[src/rtl/mac_seq_ctrl_if.sv]
// Bundle of job, operand-buffer, MAC and result signals around mac_seq_ctrl.
// result_valid/result_ready: a transfer happens on a rising edge where both are 1; once raised, result_valid and result hold until that edge.
interface mac_seq_ctrl_if #(
  parameter int W_BITWIDTH   = 8,
  parameter int IN_BITWIDTH  = W_BITWIDTH,
  parameter int OUT_BITWIDTH = 32,
  parameter int MAX_GROUPS   = 64,
  parameter int GW           = $clog2(MAX_GROUPS + 1)
);
  logic                      start;
  logic [GW-1:0]             n_groups;
  logic [OUT_BITWIDTH-1:0]   bias;
  logic                      busy;
  logic                      error;
  logic                      rd_en;
  logic [GW-1:0]             rd_addr;
  logic [3*W_BITWIDTH-1:0]   rd_w;
  logic [3*IN_BITWIDTH-1:0]  rd_x;
  logic                      mac_en;
  logic [W_BITWIDTH-1:0]     mac_weights_0;
  logic [W_BITWIDTH-1:0]     mac_weights_1;
  logic [W_BITWIDTH-1:0]     mac_weights_2;
  logic [IN_BITWIDTH-1:0]    mac_data_in_0;
  logic [IN_BITWIDTH-1:0]    mac_data_in_1;
  logic [IN_BITWIDTH-1:0]    mac_data_in_2;
  logic [OUT_BITWIDTH-1:0]   mac_pre_sum;
  logic                      mac_done;
  logic [OUT_BITWIDTH-1:0]   mac_out;
  logic [OUT_BITWIDTH-1:0]   result;
  logic                      result_valid;
  logic                      result_ready;
  logic [2:0]                dbg_state;

  modport slave (
    input  start, n_groups, bias, rd_w, rd_x, mac_done, mac_out, result_ready,
    output busy, error, rd_en, rd_addr, mac_en,
           mac_weights_0, mac_weights_1, mac_weights_2,
           mac_data_in_0, mac_data_in_1, mac_data_in_2,
           mac_pre_sum, result, result_valid, dbg_state
  );

  modport master (
    output start, n_groups, bias, rd_w, rd_x, mac_done, mac_out, result_ready,
    input  busy, error, rd_en, rd_addr, mac_en,
           mac_weights_0, mac_weights_1, mac_weights_2,
           mac_data_in_0, mac_data_in_1, mac_data_in_2,
           mac_pre_sum, result, result_valid, dbg_state
  );
endinterface

[src/rtl/mac_seq_ctrl.sv]
// Walks n_groups operand triplets through one bit-serial MAC, chaining each
// partial sum into the next pre_sum, and returns the final sum via valid/ready.
module mac_seq_ctrl #(
  parameter int W_BITWIDTH   = 8,
  parameter int IN_BITWIDTH  = W_BITWIDTH,
  parameter int OUT_BITWIDTH = 32,
  parameter int MAX_GROUPS   = 64,
  parameter int TIMEOUT      = 32,
  parameter int GW           = $clog2(MAX_GROUPS + 1)
) (
  input logic           clk,
  input logic           rst,
  mac_seq_ctrl_if.slave bus
);
  localparam int WDW = $clog2(TIMEOUT + 1);
  localparam logic [GW-1:0]  MAX_N  = GW'(MAX_GROUPS);
  localparam logic [WDW-1:0] TO_CNT = WDW'(TIMEOUT);

  typedef enum logic [2:0] {
    S_IDLE, S_FETCH, S_LOAD, S_WAIT_HI, S_WAIT_LO, S_RESULT, S_ERR
  } state_t;

  state_t                  state_q, state_d;
  logic [GW-1:0]           n_q, n_d;
  logic [GW-1:0]           g_q, g_d;
  logic [OUT_BITWIDTH-1:0] acc_q, acc_d;
  logic [WDW-1:0]          wd_q, wd_d;
  logic                    busy_q, busy_d;
  logic                    error_q, error_d;
  logic                    rd_en_q, rd_en_d;
  logic [GW-1:0]           rd_addr_q, rd_addr_d;
  logic                    mac_en_q, mac_en_d;
  logic [W_BITWIDTH-1:0]   mac_weights_q [3];
  logic [W_BITWIDTH-1:0]   mac_weights_d [3];
  logic [IN_BITWIDTH-1:0]  mac_data_in_q [3];
  logic [IN_BITWIDTH-1:0]  mac_data_in_d [3];
  logic [OUT_BITWIDTH-1:0] mac_pre_sum_q, mac_pre_sum_d;
  logic [OUT_BITWIDTH-1:0] result_q, result_d;
  logic                    result_valid_q, result_valid_d;

  logic [GW-1:0]           g_inc;
  logic [WDW-1:0]          wd_inc;
  logic                    to_err;

  always_comb begin
    state_d        = state_q;
    n_d            = n_q;
    g_d            = g_q;
    acc_d          = acc_q;
    wd_d           = wd_q;
    busy_d         = busy_q;
    error_d        = error_q;
    rd_en_d        = 1'b0;
    rd_addr_d      = rd_addr_q;
    mac_en_d       = 1'b0;
    mac_weights_d  = mac_weights_q;
    mac_data_in_d  = mac_data_in_q;
    mac_pre_sum_d  = mac_pre_sum_q;
    result_d       = result_q;
    result_valid_d = result_valid_q;
    to_err         = 1'b0;
    g_inc          = g_q + 1'b1;
    wd_inc         = wd_q + 1'b1;

    case (state_q)
      S_IDLE: begin
        if (bus.start) begin
          n_d     = (bus.n_groups > MAX_N) ? MAX_N : bus.n_groups;
          acc_d   = bus.bias;
          g_d     = '0;
          error_d = 1'b0;
          busy_d  = 1'b1;
          if (bus.n_groups == '0) begin
            result_d       = bus.bias;
            result_valid_d = 1'b1;
            state_d        = S_RESULT;
          end else begin
            rd_en_d   = 1'b1;
            rd_addr_d = '0;
            state_d   = S_FETCH;
          end
        end
      end
      S_FETCH: state_d = S_LOAD;
      S_LOAD: begin
        // Buffer data is valid now, one cycle after the read strobe.
        for (int i = 0; i < 3; i++) begin
          mac_weights_d[i] = bus.rd_w[i*W_BITWIDTH +: W_BITWIDTH];
          mac_data_in_d[i] = bus.rd_x[i*IN_BITWIDTH +: IN_BITWIDTH];
        end
        mac_pre_sum_d = acc_q;
        mac_en_d      = 1'b1;
        wd_d          = '0;
        state_d       = S_WAIT_HI;
      end
      S_WAIT_HI: begin
        wd_d = wd_inc;
        if (bus.mac_done) begin
          state_d = S_WAIT_LO;
        end else if (wd_inc == TO_CNT) begin
          to_err = 1'b1;
        end
      end
      S_WAIT_LO: begin
        if (!bus.mac_done) begin
          acc_d = bus.mac_out;
          g_d   = g_inc;
          if (g_inc == n_q) begin
            result_d       = bus.mac_out;
            result_valid_d = 1'b1;
            state_d        = S_RESULT;
          end else begin
            rd_en_d   = 1'b1;
            rd_addr_d = g_inc;
            state_d   = S_FETCH;
          end
        end else begin
          wd_d = wd_inc;
          if (wd_inc == TO_CNT) to_err = 1'b1;
        end
      end
      S_RESULT: begin
        if (bus.result_ready) begin
          result_valid_d = 1'b0;
          busy_d         = 1'b0;
          state_d        = S_IDLE;
        end
      end
      S_ERR:   state_d = S_IDLE;
      default: state_d = S_IDLE;
    endcase

    // A stalled MAC abandons the job and quiets every MAC-facing lane.
    if (to_err) begin
      state_d       = S_ERR;
      error_d       = 1'b1;
      busy_d        = 1'b0;
      mac_en_d      = 1'b0;
      mac_weights_d = '{default: '0};
      mac_data_in_d = '{default: '0};
      mac_pre_sum_d = '0;
    end
  end

  always_ff @(posedge clk) begin
    if (rst) begin
      state_q        <= S_IDLE;
      n_q            <= '0;
      g_q            <= '0;
      acc_q          <= '0;
      wd_q           <= '0;
      busy_q         <= 1'b0;
      error_q        <= 1'b0;
      rd_en_q        <= 1'b0;
      rd_addr_q      <= '0;
      mac_en_q       <= 1'b0;
      mac_weights_q  <= '{default: '0};
      mac_data_in_q  <= '{default: '0};
      mac_pre_sum_q  <= '0;
      result_q       <= '0;
      result_valid_q <= 1'b0;
    end else begin
      state_q        <= state_d;
      n_q            <= n_d;
      g_q            <= g_d;
      acc_q          <= acc_d;
      wd_q           <= wd_d;
      busy_q         <= busy_d;
      error_q        <= error_d;
      rd_en_q        <= rd_en_d;
      rd_addr_q      <= rd_addr_d;
      mac_en_q       <= mac_en_d;
      mac_weights_q  <= mac_weights_d;
      mac_data_in_q  <= mac_data_in_d;
      mac_pre_sum_q  <= mac_pre_sum_d;
      result_q       <= result_d;
      result_valid_q <= result_valid_d;
    end
  end

  assign bus.busy          = busy_q;
  assign bus.error         = error_q;
  assign bus.rd_en         = rd_en_q;
  assign bus.rd_addr       = rd_addr_q;
  assign bus.mac_en        = mac_en_q;
  assign bus.mac_weights_0 = mac_weights_q[0];
  assign bus.mac_weights_1 = mac_weights_q[1];
  assign bus.mac_weights_2 = mac_weights_q[2];
  assign bus.mac_data_in_0 = mac_data_in_q[0];
  assign bus.mac_data_in_1 = mac_data_in_q[1];
  assign bus.mac_data_in_2 = mac_data_in_q[2];
  assign bus.mac_pre_sum   = mac_pre_sum_q;
  assign bus.result        = result_q;
  assign bus.result_valid  = result_valid_q;
  assign bus.dbg_state     = state_q;
endmodule
[src/flat_wrapper.sv]
// flat-port wrapper written by rule: the top's interface ports become plain ports
module mac_seq_ctrl_flat 
#(
  parameter int W_BITWIDTH   = 8,
  parameter int IN_BITWIDTH  = W_BITWIDTH,
  parameter int OUT_BITWIDTH = 32,
  parameter int MAX_GROUPS   = 64,
  parameter int TIMEOUT      = 32,
  parameter int GW           = $clog2(MAX_GROUPS + 1)
)
  (clk, rst, bus_start, bus_n_groups, bus_bias, bus_rd_w, bus_rd_x, bus_mac_done, bus_mac_out, bus_result_ready, bus_busy, bus_error, bus_rd_en, bus_rd_addr, bus_mac_en, bus_mac_weights_0, bus_mac_weights_1, bus_mac_weights_2, bus_mac_data_in_0, bus_mac_data_in_1, bus_mac_data_in_2, bus_mac_pre_sum, bus_result, bus_result_valid, bus_dbg_state);
  mac_seq_ctrl_if #(.W_BITWIDTH(W_BITWIDTH), .IN_BITWIDTH(IN_BITWIDTH), .OUT_BITWIDTH(OUT_BITWIDTH), .MAX_GROUPS(MAX_GROUPS), .GW(GW)) bus_i ();
  input logic clk;
  input logic rst;
  input wire logic [$bits(bus_i.start)-1:0] bus_start;
  input wire logic [$bits(bus_i.n_groups)-1:0] bus_n_groups;
  input wire logic [$bits(bus_i.bias)-1:0] bus_bias;
  input wire logic [$bits(bus_i.rd_w)-1:0] bus_rd_w;
  input wire logic [$bits(bus_i.rd_x)-1:0] bus_rd_x;
  input wire logic [$bits(bus_i.mac_done)-1:0] bus_mac_done;
  input wire logic [$bits(bus_i.mac_out)-1:0] bus_mac_out;
  input wire logic [$bits(bus_i.result_ready)-1:0] bus_result_ready;
  output wire logic [$bits(bus_i.busy)-1:0] bus_busy;
  output wire logic [$bits(bus_i.error)-1:0] bus_error;
  output wire logic [$bits(bus_i.rd_en)-1:0] bus_rd_en;
  output wire logic [$bits(bus_i.rd_addr)-1:0] bus_rd_addr;
  output wire logic [$bits(bus_i.mac_en)-1:0] bus_mac_en;
  output wire logic [$bits(bus_i.mac_weights_0)-1:0] bus_mac_weights_0;
  output wire logic [$bits(bus_i.mac_weights_1)-1:0] bus_mac_weights_1;
  output wire logic [$bits(bus_i.mac_weights_2)-1:0] bus_mac_weights_2;
  output wire logic [$bits(bus_i.mac_data_in_0)-1:0] bus_mac_data_in_0;
  output wire logic [$bits(bus_i.mac_data_in_1)-1:0] bus_mac_data_in_1;
  output wire logic [$bits(bus_i.mac_data_in_2)-1:0] bus_mac_data_in_2;
  output wire logic [$bits(bus_i.mac_pre_sum)-1:0] bus_mac_pre_sum;
  output wire logic [$bits(bus_i.result)-1:0] bus_result;
  output wire logic [$bits(bus_i.result_valid)-1:0] bus_result_valid;
  output wire logic [$bits(bus_i.dbg_state)-1:0] bus_dbg_state;
  assign bus_i.start = bus_start;
  assign bus_i.n_groups = bus_n_groups;
  assign bus_i.bias = bus_bias;
  assign bus_i.rd_w = bus_rd_w;
  assign bus_i.rd_x = bus_rd_x;
  assign bus_i.mac_done = bus_mac_done;
  assign bus_i.mac_out = bus_mac_out;
  assign bus_i.result_ready = bus_result_ready;
  assign bus_busy = bus_i.busy;
  assign bus_error = bus_i.error;
  assign bus_rd_en = bus_i.rd_en;
  assign bus_rd_addr = bus_i.rd_addr;
  assign bus_mac_en = bus_i.mac_en;
  assign bus_mac_weights_0 = bus_i.mac_weights_0;
  assign bus_mac_weights_1 = bus_i.mac_weights_1;
  assign bus_mac_weights_2 = bus_i.mac_weights_2;
  assign bus_mac_data_in_0 = bus_i.mac_data_in_0;
  assign bus_mac_data_in_1 = bus_i.mac_data_in_1;
  assign bus_mac_data_in_2 = bus_i.mac_data_in_2;
  assign bus_mac_pre_sum = bus_i.mac_pre_sum;
  assign bus_result = bus_i.result;
  assign bus_result_valid = bus_i.result_valid;
  assign bus_dbg_state = bus_i.dbg_state;
  mac_seq_ctrl #(.W_BITWIDTH(W_BITWIDTH), .IN_BITWIDTH(IN_BITWIDTH), .OUT_BITWIDTH(OUT_BITWIDTH), .MAX_GROUPS(MAX_GROUPS), .TIMEOUT(TIMEOUT), .GW(GW)) u_core (.clk(clk), .rst(rst), .bus(bus_i));
endmodule
[config.mk]
export PLATFORM = sky130hd
export DESIGN_NAME = mac_seq_ctrl_flat
export DESIGN_NICKNAME = d
export VERILOG_FILES = /design/src/rtl/mac_seq_ctrl_if.sv /design/src/rtl/mac_seq_ctrl.sv /design/src/flat_wrapper.sv
export SDC_FILE = /design/constraint.sdc
export NUM_CORES = 1
export LEC_CHECK = 0
export BUFFER_PORTS_ARGS = -buffer_cell sky130_fd_sc_hd__buf_2
export CAP_MARGIN = 5
export CORE_MARGIN = 2
export CORE_UTILIZATION = 50
export CTS_CLUSTER_DIAMETER = 30
export DETAILED_ROUTE_END_ITERATION = 6
export PLACE_DENSITY = 0.75
export SYNTH_ARGS = -nofsm -noshare
export SYNTH_HDL_FRONTEND = slang
export SYNTH_SLANG_ARGS = --single-unit
[constraint.sdc]
create_clock -name clk -period 5.6 [get_ports clk]
set_clock_uncertainty 0.1 [all_clocks]
set_input_delay 0.28 -clock clk [delete_from_list [all_inputs] [get_ports clk]]
set_output_delay 0.28 -clock clk [all_outputs]
set_load 0.005 [all_outputs]
==> metrics.md, run 1 <==
| Metric | Value |
|---|---|
| Status | complete, no violations |
| All-Layer GR Usage | 26.1% |
| Mux cell area share after synthesis | 0.418% |
| Hold_buf cts | 46 |
| Most frequent cells in the layout | 264 x nand2_1, 250 x buf_2, 179 x dfxtp_1, 109 x a21oi_1, 49 x nor2_1 |
| Final setup TNS | 0 ns |
| Worst Tran Pin Value | 1.05 ns |
| Slowest cell on crit path | a2bb2oi_2 |
| Num ports | 251 |
| Root buf cell | clkbuf_16 |
| Final slew viol count | 0 |
| Post-Synth Adder-Cell Area | 0.502% |
| Synth Area per Inst | 8.24 um^2 |
| Die width | 126 um |
| Leakage power total | 4.21 nW |
| GPL Wtd Cong | 0.831 |
| Crit share post-route | 65.1% |
| Storage element area | 0.00358 mm^2 |
| CP Max Fanout | 48 |
| RSZ-0062 raised after global routing | no |
| Worst min-delay path category | in2reg |
| Req. time, crit path | 5.87 ns |
| Layout Nets | 1286 |
| Pwr/cell area | 306 mW/mm^2 |
| CP endpoint kind | flop |
| Antenna-violating nets left | 0 |
| Initial DRC Count | 623 |
| Die ar. | 0.0160 mm^2 |
| # Post-CTS Setup Buffers | 0 |
| Yosys cell types | 61 |
| Via Count | 7359 |
| Floorplan row count | 44 |
| Mapped Nets | 1035 |
| Vias in the first global route | 6726 |
| GR Util met3 | 6.03% |
| Via density | 5.44 |
| WHS | 0.00111 ns |
| Wire length per cell | 15.7 um |
| Post-synth EDFFs | 0 |
| Synth Instances | 908 |
| Worst vdd rail ir drop | 0.229 mV |
| DRT Pass-1 Iters | 6 |
| Relative max-transition margin | 30.0% |
| Main synth FF type | dfxtp_1 |
| Min Tclk post-route | 3.64 ns |
| Synth Area in XOR/XNOR | 2.19% |
| CP max stage delay | 0.97 ns |
| Critical path type | reg2reg |
| Grt met1 use | 34.1% |
| CTS max path bufs | 2 |
| Final Hold Vio Count | 0 |
| Met2 usage in global routing | 41.2% |
| Async set or reset register ratio after synthesis | 0% |
| Max-cap violations | 0 |
| Simple-Gate Fraction of Synth Area | 24.3% |
| Critical Path Start Type | flop |
| Syn-to-layout area delta | 29.4% |
| First-pass GRT wire length | 33600 um |
| YS warnings | 0 |
| Most crowded layer after global routing | met2 |
| Cts bufs inserted | 17 |
| Pre-CTS WS | 2.05 ns |
| Largest net degree at the start of global routing | 84 |
| Main combinational cell family by area after synthesis | simple AND/OR/NAND/NOR gates |
| Synthesized cell area | 0.00748 mm^2 |
| Critical Path AT | 3.91 ns |
| Die Y | 126 um |
| Sequential share of the synthesized area | 47.9% |
| Initial antenna violation count | 0 |
| Synth Register Bits | 179 |
| Initial Util | 51.3% |
| Clock latency on the worst-skew pair | 0.43 ns |
| Max Fclk | 274 MHz |
| CTS resizes | 0 |
| DRC viols | 0 |
| Crit-path cells | inv_2, or3_2, a2bb2oi_2, and2_4, o22a_1 |
| Routed WL | 21200 um |
| Setup ws final | 1.96 ns |
| CTS clk-pin slew, worst paths | 0.07 ns |
| # port buffers | 250 |
| Area of the multi-input gates | 0.00354 mm^2 |
| Final setup vio count | 0 |
| Compound-cell area share of the yosys netlist | 19.5% |
| Clock Sink Count | 179 |
| DP HPWL | 13400 um |
| Most common cell after layout, fill and taps aside | nand2_1 |
| Total core area | 0.0146 mm^2 |
| H-tree lvl count | 4 |
| Layout cells sized above 1 | 28.0% |
| TritonCTS clock tree | built |
| Layout fillers | 1248 |
| Ant. Diodes | 0 |
| Gr ovfl total | 0 |
[report_power, final]
| part | leakage, nW | total, mW | internal [mW] | switching, mW |
|---|---|---|---|---|
| registers | 1.46 | 1.40 | 1.35 | 0.0518 |
| logic | 2.50 | 0.436 | 0.187 | 0.249 |
| clock network | 0.254 | 1.13 | 0.622 | 0.504 |
[synthesized netlist by cell type, drive strengths merged, types with 2 or more instances]
| cell type | count | area [um^2] |
|---|---|---|
| o22a | 12 | 109 |
| buf | 21 | 170 |
| and2 | 4 | 27.5 |
| a22oi | 3 | 22.5 |
| a31oi | 36 | 225 |
| xnor2 | 10 | 87.6 |
| nand4 | 3 | 18.8 |
| dfxtp | 179 | 3580 |
| o21ai | 51 | 255 |
| inv | 3 | 11.3 |
| xor2 | 6 | 52.6 |
| nor4 | 4 | 40.0 |
| nor2 | 49 | 184 |
| nand3b | 6 | 45.0 |
| mux2i | 2 | 20.0 |
| or4b | 2 | 20.0 |
| a32oi | 3 | 26.3 |
| clkbuf | 49 | 195 |
| nor2b | 2 | 12.5 |
| or3 | 7 | 45.1 |
| nand3 | 8 | 45.0 |
| o41ai | 2 | 55.1 |
| a211o | 2 | 17.5 |
| nand2 | 266 | 998 |
| nand2b | 6 | 37.5 |
| ha | 3 | 37.5 |
| o21a | 15 | 113 |
| a21oi | 109 | 546 |
| nor3 | 9 | 66.3 |
| and4bb | 20 | 250 |
[through the flow]
step	area, um^2	std cells	utilization [%]	power (mW)
floorplan	7480	908	-	1.69
global placement	8660	1277	59.4	1.83
detailed placement	8660	1277	59.4	1.83
CTS	9670	1353	66.3	2.98
global route	9680	1354	66.4	3.10
finish	9680	1354	66.4	2.96
[flip-flops by register name, summed over array words and instances (netlist names)]
register                  cells
u_core.bus.error              1
u_core.bus.mac_data_in_1      8
u_core.bus.mac_data_in_2      8
u_core.n_q                    7
u_core.bus.mac_weights_2      8
u_core.bus.mac_data_in_0      8
u_core.bus.mac_en             1
u_core.bus.mac_weights_1      8
u_core.bus.busy               1
u_core.bus.result            32
u_core.acc_q                 32
u_core.bus.dbg_state          3
u_core.bus.result_valid       1
u_core.wd_q                   6
u_core.g_q                    7
u_core.bus.rd_en              1
u_core.bus.mac_pre_sum       32
u_core.bus.rd_addr            7
u_core.bus.mac_weights_0      8
[cell type report]
type,count,share of cell area (%)
tap,184,2.38
clock buffer,19,4.57
sequential,179,37.0
timing repair buffer,303,18.2
multi-input combinational,655,36.6
clock inverter,11,1.11
inverter,3,0.116
[critical path: cells and delay by family (launching register included)]
| kind | cells | cell delay, ns |
|---|---|---|
| compound gates | 2 | 1.13 |
| buf+inv | 1 | 0.23 |
| flops | 1 | 0.82 |
| simple gates | 2 | 1.29 |
[worst paths after layout]
| path | start | cells past startpoint | to | slack, ns |
|---|---|---|---|---|
| setup / recovery | u_core.bus.dbg_state[2] | 5 | u_core.bus.result[22] | 1.96 |
| hold reg to reg | u_core.acc_q[15] | 2 | u_core.bus.mac_pre_sum[15] | 0.35 |
| hold / removal | bus_rd_w[3] | 3 | u_core.bus.mac_weights_0[3] | 0.001 |
| setup reg to reg | u_core.bus.dbg_state[2] | 5 | u_core.bus.result[22] | 1.96 |
[metal layers]
metal / part of all wire (%) / up-vias / routed length [um]
met1: 44 / 3389 / 9300
li1: - / 3615 / -
met2: 47 / 291 / 9890
met3: 5.7 / 64 / 1200
met5: 0 / - / 0
met4: 3.9 / 0 / 818
[cell families (layout without fill, tap and decap cells)]
group / Yosys count / count (layout)
and+or+nand+nor: 389 / 389
AOI/OAI and AO/OA: 243 / 243
DFF: 179 / 179
buffers and inverters: 74 / 336
xor gates and xnor gates: 17 / 17
adders and majority gates: 3 / 3
muxes: 3 / 3
(Power assumes the default switching activity.)
==> run 2: changes to the inputs <==
--- a/config.mk
+++ b/config.mk
@@ -5,13 +5,14 @@
 export SDC_FILE = /design/constraint.sdc
 export NUM_CORES = 1
 export LEC_CHECK = 0
+export ABC_AREA = 1
 export BUFFER_PORTS_ARGS = -buffer_cell sky130_fd_sc_hd__buf_2
 export CAP_MARGIN = 5
 export CORE_MARGIN = 2
-export CORE_UTILIZATION = 50
+export CORE_UTILIZATION = 46
 export CTS_CLUSTER_DIAMETER = 30
 export DETAILED_ROUTE_END_ITERATION = 6
-export PLACE_DENSITY = 0.75
+export PLACE_DENSITY = 0.73
 export SYNTH_ARGS = -nofsm -noshare
 export SYNTH_HDL_FRONTEND = slang
 export SYNTH_SLANG_ARGS = --single-unit
==> constraint.sdc (replaced) <==
create_clock -name clk -period 2.95 [get_ports clk]
set_clock_uncertainty 0.1 [all_clocks]
set_input_delay 0.1475 -clock clk [delete_from_list [all_inputs] [get_ports clk]]
set_output_delay 0.1475 -clock clk [all_outputs]
set_load 0.005 [all_outputs]
==> run 2 against run 1 <==
  * Synthesized cell count grew 15%
  * Clock power increased by 98%
  * Design area up 9.3%
  * Count of clock-buffer cells in the layout rose by 3
  * Die area grew 9.5%
==> metrics.md, run 2 <==
| Metric | Value |
|---|---|
| Ranking of synthesized cells by area | dfxtp_1 47%, nand2_1 14%, nand3_1 9.0%, a21oi_1 7.2%, nor2_1 4.7% |
| Final slew viol count | 0 |
| Clock Sink Count | 179 |
| Final setup TNS | 0 ns |
| Reg2reg setup slack | 0.46 ns |
| Synthesized cell area | 0.00756 mm^2 |
| Sw Ratio | 32.3% |
| Slowest cell on crit path | dlygate4sd3_1 |
| Most used cell, CP | nand2_1 |
| Worst setup path start | u_core.bus.dbg_state[1] |
| Req. time, crit path | 3.21 ns |
| Die ar. | 0.0175 mm^2 |
| Post-synth EDFFs | 0 |
| Crit-path cells | inv_1, nand2_1, nor2_4, buf_4, nand2_1, nand2_1, dlygate4sd3_1, nor2_1, nand3_1, nand2_1, a21oi_2 |
| Total core area | 0.0159 mm^2 |
| Worst vdd rail ir drop | 0.412 mV |
| Sequential share of the synthesized area | 47.4% |
| Initial DRC Count | 643 |
| Antenna-violating nets left | 0 |
| Most frequent cells in the layout | 279 x nand2_1, 250 x buf_2, 179 x dfxtp_1, 136 x nand3_1, 108 x a21oi_1 |
| Synth top area share | 47.4% |
| Cts bufs inserted | 17 |
| Clock power share | 31.8% |
| Num ports | 251 |
| Status | complete, no violations |
| Final setup vio count | 0 |
| Max-cap violations | 0 |
| R2R Path Start | u_core.bus.dbg_state[1] |
| Floorplan row count | 46 |
| CTS clk-pin slew, worst paths | 0.07 ns |
| Leakage power total | 4.86 nW |
| Critical Path Start Type | flop |
| Share of power burned in combinational logic | 26.0% |
| Yosys cell types | 32 |
| Synth Register Bits | 179 |
| Hold_sp | bus_bias[15] |
| Relative max-transition margin | 52.9% |
| H-tree lvl count | 4 |
| Worst Tran Pin Value | 0.706 ns |
| Pwr Total | 7.02 mW |
| Initial antenna violation count | 0 |
| Layout Nets | 1494 |
| CP endpoint kind | flop |
| Routed WL | 24100 um |
| TritonCTS clock tree | built |
| Ant. Diodes | 0 |
| CP max stage delay | 0.54 ns |
| Mapped Nets | 1171 |
| Via density | 5.13 |
| Top-count cell post-synth | nand2_1 |
| Root buf cell | clkbuf_16 |
| Post-Layout Cell Count | 1595 |
| YS warnings | 0 |
| P_sw | 2.27 mW |
| Via Count | 8185 |
| Worst min-delay path category | in2reg |
| Die Y | 132 um |
| Post-Place Cells | 1457 |
| Main synth FF type | dfxtp_1 |
| Die width | 132 um |
| Post-synth top cells | 281 x nand2_1, 179 x dfxtp_1, 136 x nand3_1 |
| GPL Wtd Cong | 0.848 |
| CTS max path bufs | 2 |
| First-pass GRT wire length | 38800 um |
| Most common cell after layout, fill and taps aside | nand2_1 |
| Critical Path AT | 2.74 ns |
| R2r endpoint | u_core.bus.result[27] |
| DRC viols | 0 |
| Critical path type | reg2reg |
| Area leader, netlist | dfxtp_1 |
| Clock latency on the worst-skew pair | 0.42 ns |
| Async set or reset register ratio after synthesis | 0% |
| Synth Area per Inst | 7.24 um^2 |
| Synth Instances | 1044 |
| Min Tclk post-route | 2.49 ns |
| Wire length per cell | 15.1 um |
| Vias in the first global route | 7660 |
| Cell count of the worst reg-to-reg path | 11 |
| Gr ovfl total | 0 |
| All-Layer GR Usage | 27.3% |
| Layout cells sized above 1 | 25.5% |
| # port buffers | 250 |
| CTS resizes | 0 |
| Crit path to | u_core.bus.result[27] |
| Cell Int Power | 4.76 mW |
| Crit share post-route | 84.3% |
| DP HPWL | 15000 um |
| DRT Pass-1 Iters | 5 |
| Syn-to-layout area delta | 40.0% |
| Initial Util | 47.4% |
| Final Hold Vio Count | 0 |
| Largest net degree at the start of global routing | 76 |
| # Post-CTS Setup Buffers | 0 |
| Pwr/cell area | 664 mW/mm^2 |
| CP Max Fanout | 39 |
| Max Fclk | 402 MHz |
| Hold_buf cts | 107 |
| RSZ-0062 raised after global routing | no |
| Sequential share of power | 42.1% |
run 2: changes by cell type after synthesis, moves of 18 or more:
cell      delta
a31oi_1     -36
and4bb_2    -19
a21oi_2     +30
o21ai_1     -18
inv_1       +61
nor2_1      +46
nand3_1    +129
run 2: critical path, delay by kind of cell (launching register included):
kind | cells | cell delay (ns)
buffers and inverters | 3 | 1.02
flip-flops | 1 | 0.34
AO/OA/AOI/OAI | 1 | 0.15
AND/OR/NAND/NOR | 7 | 0.79
run 2: area by class of cell:
type | instances | area (um^2)
tap | 216 | 270
multi-input combinational | 727 | 3420
clock inverter | 9 | 105
clock buffer | 22 | 474
sequential | 179 | 3580
timing repair buffer | 373 | 2470
inverter | 69 | 259
fill | 1344 | 5360
run 2: power by group through the flow:
stage	registers (mW)	logic, mW	clock network (mW)
after floorplan	2.98	1.06	0
after global placement	2.99	1.65	0
after detailed placement	2.99	1.67	0
after CTS	2.95	1.80	2.27
after global routing	2.99	2.03	2.39
final	2.96	1.83	2.24
run 2: per-stage QoR:
stage	hold WS [ns]	area, um^2	worst slack, ns	utilization, %
global route	0.0120	10600	0.261	66.4
CTS	0.000515	10600	0.499	66.4
global placement	0.300	8930	0.664	56.0
finish	0.0182	10600	0.462	66.4
floorplan	0.126	7560	1.05	-
detailed placement	0.315	8930	0.571	56.0
run 2: cells by family after synthesis:
group | after synthesis | share of synthesized area [%]
flip-flops | 179 | 47.4
AND/OR/NAND/NOR | 532 | 29.7
AO/OA/AOI/OAI | 186 | 14.2
adder cells (fa/ha/maj) | 3 | 0.497
XOR/XNOR | 6 | 0.695
buffers and inverters | 138 | 7.47
run 2: how the worst min path moves through the flow:
stage / end / cells after the start
3_3_place_gp: u_core.n_q[0] / 3
6_report: u_core.acc_q[15] / 5
3_5_place_dp: u_core.n_q[2] / 3
2_1_floorplan: u_core.n_q[1] / 1
5_1_grt: u_core.acc_q[29] / 5
4_1_cts: u_core.acc_q[15] / 5
run 2: layer usage:
metal	vias up	GRT usage [%]	routed length, um
li1	4019	-	-
met1	3715	36.8	10800
met2	387	42.5	10700
met3	64	6.42	1930
met4	0	10.5	767
met5	-	0	0
